===== src/rtl/jpeg_pkg.sv =====
// Shared JPEG decoder constants and types: coefficient/run widths, block size,
// and the block assembler state encoding.
package jpeg_pkg;

    localparam int COEF_W    = 8;
    localparam int RUN_W     = 6;
    localparam int BLK_COEFS = 64;

    typedef enum logic {
        FILL = 1'b0,
        WAIT = 1'b1
    } state_t;

    // Bit offset of coefficient idx inside a packed block (index 0 sits in the top bits).
    function automatic int blk_offset(input int idx, input int coef_w);
        return (BLK_COEFS - 1 - idx) * coef_w;
    endfunction

endpackage


===== src/rtl/rle_block_assembler.sv =====
// Expands (run, level, eob) tokens into a 64-coefficient zigzag-ordered block
// and hands complete blocks downstream through a one-deep output register.
module rle_block_assembler
    import jpeg_pkg::BLK_COEFS, jpeg_pkg::state_t, jpeg_pkg::FILL, jpeg_pkg::WAIT,
           jpeg_pkg::blk_offset;
#(
    parameter int COEF_W = jpeg_pkg::COEF_W,
    parameter int RUN_W  = jpeg_pkg::RUN_W
) (
    input  logic                      clk,
    input  logic                      rst_n,
    input  logic                      in_valid,
    output logic                      in_ready,
    input  logic [RUN_W-1:0]          in_run,
    input  logic [COEF_W-1:0]         in_level,
    input  logic                      in_eob,
    output logic [BLK_COEFS*COEF_W-1:0] blk_data,
    output logic                      blk_valid,
    input  logic                      blk_ready,
    output logic                      err_overflow
);

    // Handshakes: a token moves when in_valid && in_ready on a rising edge;
    // a block moves when blk_valid && blk_ready on a rising edge.

    localparam int POS_W = $clog2(BLK_COEFS) + 1;
    localparam int IDX_W = $clog2(BLK_COEFS);
    localparam int SUM_W = ((RUN_W > POS_W) ? RUN_W : POS_W) + 1;
    localparam logic [SUM_W-1:0] LAST_IDX = SUM_W'(BLK_COEFS - 1);

    state_t                         state;
    state_t                         state_next;
    logic [POS_W-1:0]               pos;
    logic [POS_W-1:0]               pos_next;
    logic [COEF_W-1:0]              fill     [BLK_COEFS];
    logic [COEF_W-1:0]              fill_view[BLK_COEFS];
    logic [BLK_COEFS*COEF_W-1:0]    blk_pack;

    logic                           accept;
    logic [SUM_W-1:0]               target;
    logic                           wr_en;
    logic                           overflow;
    logic                           complete;
    logic                           out_free;
    logic                           transfer;

    assign in_ready = (state == FILL);

    always_comb begin
        accept   = in_valid && in_ready;
        target   = SUM_W'(pos) + SUM_W'(in_run);
        wr_en    = accept && !in_eob && (target <= LAST_IDX);
        overflow = accept && !in_eob && (target > LAST_IDX);
        complete = accept && (in_eob || overflow || (target == LAST_IDX));
        out_free = !blk_valid || blk_ready;
    end

    always_comb begin
        state_next = state;
        pos_next   = pos;
        transfer   = 1'b0;
        case (state)
            FILL: begin
                if (wr_en) begin
                    pos_next = POS_W'(target + SUM_W'(1));
                end
                if (complete) begin
                    if (out_free) begin
                        transfer = 1'b1;
                        pos_next = '0;
                    end else begin
                        state_next = WAIT;
                    end
                end
            end
            WAIT: begin
                // blk_valid is always set here, so blk_ready alone completes the handshake.
                if (blk_ready) begin
                    transfer   = 1'b1;
                    state_next = FILL;
                    pos_next   = '0;
                end
            end
            default: begin
                state_next = FILL;
                pos_next   = '0;
            end
        endcase
    end

    // The completing write must reach the output register on the same edge.
    always_comb begin
        for (int i = 0; i < BLK_COEFS; i++) begin
            fill_view[i] = fill[i];
            if (wr_en && (target == SUM_W'(i))) begin
                fill_view[i] = in_level;
            end
        end
    end

    always_comb begin
        blk_pack = '0;
        for (int i = 0; i < BLK_COEFS; i++) begin
            blk_pack[blk_offset(i, COEF_W) +: COEF_W] = fill_view[i];
        end
    end

    always_ff @(posedge clk or negedge rst_n) begin
        if (!rst_n) begin
            state <= FILL;
            pos   <= '0;
        end else begin
            state <= state_next;
            pos   <= pos_next;
        end
    end

    always_ff @(posedge clk or negedge rst_n) begin
        if (!rst_n) begin
            for (int i = 0; i < BLK_COEFS; i++) begin
                fill[i] <= '0;
            end
        end else if (transfer) begin
            for (int i = 0; i < BLK_COEFS; i++) begin
                fill[i] <= '0;
            end
        end else if (wr_en) begin
            fill[target[IDX_W-1:0]] <= in_level;
        end
    end

    always_ff @(posedge clk or negedge rst_n) begin
        if (!rst_n) begin
            blk_data     <= '0;
            blk_valid    <= 1'b0;
            err_overflow <= 1'b0;
        end else begin
            err_overflow <= overflow;
            if (transfer) begin
                blk_data  <= blk_pack;
                blk_valid <= 1'b1;
            end else if (blk_ready) begin
                blk_valid <= 1'b0;
            end
        end
    end

endmodule


===== config.mk =====
export PLATFORM = sky130hd
export DESIGN_NAME = rle_block_assembler
export DESIGN_NICKNAME = d
export VERILOG_FILES = /design/src/rtl/jpeg_pkg.sv /design/src/rtl/rle_block_assembler.sv
export SDC_FILE = /design/constraint.sdc
export NUM_CORES = 2
export LEC_CHECK = 0
export CORE_ASPECT_RATIO = 0.8
export CORE_MARGIN = 10
export CORE_UTILIZATION = 29
export DETAILED_ROUTE_END_ITERATION = 8
export PLACE_DENSITY = 0.44
export SYNTH_ARGS = -nofsm -noshare
export SYNTH_HDL_FRONTEND = slang
export SYNTH_SLANG_ARGS = --single-unit

===== constraint.sdc =====
create_clock -name clk -period 4.75 [get_ports clk]
set_clock_uncertainty 0.15 [all_clocks]
set_input_delay 0.95 -clock clk [delete_from_list [all_inputs] [get_ports clk]]
set_output_delay 0.95 -clock clk [all_outputs]
set_load 0.005 [all_outputs]

==> results.sh <==
export IMPL_die_w_um=444
export IMPL_core_area_sq_mm=0.143
export IMPL_post_dp_cell_area_sq_mm=0.0501
export IMPL_rsz0062_at_grt="no"
export IMPL_fin_cells=6822
export IMPL_leakage_uw=0.0265
export IMPL_period_needed_ps=3940
export IMPL_ioPinCount=534
export IMPL_seqPwrFrac=0.383
export IMPL_max_slew_margin=0.284
export IMPL_grt_pass1_wl_um=221000
export IMPL_syn_to_final_growth_pct=29.3
export IMPL_num_nets_final=4863
export IMPL_post_place_ws_ps=85.6
export IMPL_vdd_ir_drop_max_mv=0.302
export IMPL_hold_path_class="primary input to async pin"
export IMPL_ys_seq_elements=1034
export IMPL_wl_per_cell_um=21.5
export IMPL_yosys_warnings=0
export IMPL_seq_area_frac_synth=0.620
export IMPL_drc=0
export IMPL_fin_crit_sh=0.829
export IMPL_cts_root_buffer="clkbuf_16"
export IMPL_avgSynthCellArea_sq_um=9.66
export IMPL_ant_nets=0
export IMPL_die_h_um=359
export IMPL_drv_cap=0
export IMPL_firstDrtPassIters=5
export IMPL_ctsHoldBuffers=0
export IMPL_async_flop_share=1.00
export IMPL_dpl_hpwl_um=96000
export IMPL_synth_nets=4350
export IMPL_die_area_sq_mm=0.160
export IMPL_drv_slew=0
export IMPL_cts_htree_levels=3
export IMPL_io_buffer_count=533
export IMPL_p_int_uw=19700
export IMPL_cp_end_kind="flip-flop"
export IMPL_status="complete, no violations"
export IMPL_swShare=0.341
export IMPL_yosysUniqueCellTypes=65
export IMPL_clk_latency_ps=740
export IMPL_timing_fmax_mhz=254
export IMPL_setup_violations_final=0
export IMPL_ctsResizeCount=0
export IMPL_globalRouteOverflowTotal=0
export IMPL_fin_area_sq_mm=0.0540
export IMPL_cts_buffer_depth=3
export IMPL_fin_setup_tns_ps=0
export IMPL_syn_inst=4320
export IMPL_floorplan_initialDensity=0.292
export IMPL_p_per_area_mw_per_mm2=554
export IMPL_cts_reportedPaths_clkPinSlew_ps=60
export IMPL_antenna_found_initial=5
export IMPL_ff_latch_area_sq_mm=0.0259
export IMPL_rr_startpoint="pos[0]"
export IMPL_grt_usage=0.180
export IMPL_fill_cells=14400
export IMPL_fin_hold_ws_ps=65.2
export IMPL_core_rowCount=124
export IMPL_cts_buffers=112
export IMPL_clock_sinks=1034
export IMPL_pwr_share_clk=0.309
export IMPL_setup_worst_path_start="in_run[0]"
export IMPL_fin_ws_ps=810
export IMPL_multi_input_area_sq_mm=0.0146
export IMPL_start_kind="primary input"
export IMPL_syn_area_sq_mm=0.0417
export IMPL_worstMarginPinSlew_ps=1070
export IMPL_grt_max_degree=88
export IMPL_p_switching_uw=10200
export IMPL_hold_violations=0
export IMPL_place_congestion=0.779
export IMPL_synthFlopType="dfrtp_1"
export IMPL_first_global_vias=32000
export IMPL_synth_edf_count=0
export IMPL_detail_route_iter0_violations=2240
export IMPL_cp_data_arrival_time_ps=4440
export IMPL_crit_required_ps=5250
export IMPL_drive_gt1_frac=0.0824
export IMPL_tritoncts="yes"
export IMPL_place_inst=6609
export IMPL_combPwrFrac=0.308
export IMPL_viasPerCell=4.60
export IMPL_crit_type="primary input to flip-flop"
export IMPL_vias=31400
export IMPL_wirelength_um=147000
export IMPL_critPathMaxFanout=61
export IMPL_cts_setup_buffers=0
[power by group through the flow]
stage / clock (uW) / combinational (uW) / sequential (uW)
after detailed placement: 0 / 9420 / 11600
after global placement: 0 / 9410 / 11600
after global routing: 9840 / 10100 / 11600
final: 9230 / 9220 / 11500
after CTS: 9490 / 9450 / 11500
after floorplan: 0 / 4100 / 11300
[sequential cells by signal (all words and copies together), names as in the netlist]
name / count
blk_data: 512
blk_valid: 1
err_overflow: 1
fill: 512
pos: 7
state: 1
[synth_stat cells (21+ instances only)]
cell | number | area, sq um
o21ai_1 | 22 | 110
nor2_1 | 1066 | 4000
buf_4 | 28 | 210
dfrtp_1 | 1034 | 25900
a21oi_1 | 223 | 1120
clkbuf_1 | 125 | 469
nand2_1 | 1055 | 3960
mux2i_1 | 323 | 3230
buf_1 | 21 | 78.8
buf_2 | 117 | 586
nand3_1 | 145 | 726
o21ai_0 | 23 | 115
[kinds of logic (layout without fill, tap and decap cells)]
group | after synthesis | after routing | synth area share
fa+ha+maj | 11 | 11 | 0.00348
mux | 324 | 324 | 0.0777
buf+inv | 303 | 909 | 0.0339
xor+xnor | 7 | 7 | 0.00147
flops | 1034 | 1034 | 0.620
compound gates | 305 | 305 | 0.0411
simple gates | 2336 | 2336 | 0.223
other cells | 0 | 6 | 0
[cell usage in the layout (no fill, tap or decap), types with 7 or more instances in the layout]
cell type,instances
clkbuf_16,113
nand2_1,1055
clkbuf_8,34
nand3_2,7
ha_1,10
mux2i_1,321
clkinv_2,19
nor3_4,10
buf_4,114
clkbuf_1,22
or3_1,7
bufinv_16,9
o21ai_0,23
dfrtp_1,1034
buf_12,58
clkdlybuf4s50_1,524
a22o_1,8
and3_1,12
nor2_1,1063
a21oi_1,223
o21ai_1,22
nand3_1,145
[worst paths after layout]
check                           endpoint  slack, ps  depth (start not counted)
setup / recovery           blk_data[326]        810                         12
hold / removal             blk_data[211]         70                          1
setup reg to reg           blk_data[326]       1070                         11
hold reg to reg            blk_data[174]        310                          2
max in group asynchronous   blk_data[32]       3040                          3
min in group clk           blk_data[174]        310                          2
[stage by stage]
step / utilization / total power (uW)
6_report: 0.378 / 29900
5_1_grt: 0.378 / 31600
4_1_cts: 0.378 / 30400
3_5_place_dp: 0.351 / 21100
3_3_place_gp: 0.351 / 21000
2_1_floorplan: - / 15400
[per-layer routing]
metal / vias up / global-route usage / share of wire
met5: - / 0 / 0
met1: 15700 / 0.246 / 0.46
met4: 0 / 0.0488 / 0.025
li1: 14900 / - / -
met2: 600 / 0.292 / 0.47
met3: 175 / 0.0326 / 0.040
[critical path: stages]
cell	delay [ps]
clkdlybuf4s50_1	400
ha_1	250
fa_1	490
a211oi_1	320
nor2_1	180
nor3_2	410
o32a_2	300
a41o_4	310
buf_12	250
buf_12	310
nor2_1	70
nor2_1	120
[cell type report]
cell class / instances / area share
antenna: 6 / 0.000278
timing repair buffer: 697 / 0.135
tap: 1890 / 0.0438
clock buffer: 169 / 0.0626
multi-input combinational: 2983 / 0.270
clock inverter: 38 / 0.00902
sequential: 1034 / 0.479
inverter: 5 / 0.000348
(Power assumes the default switching activity.)
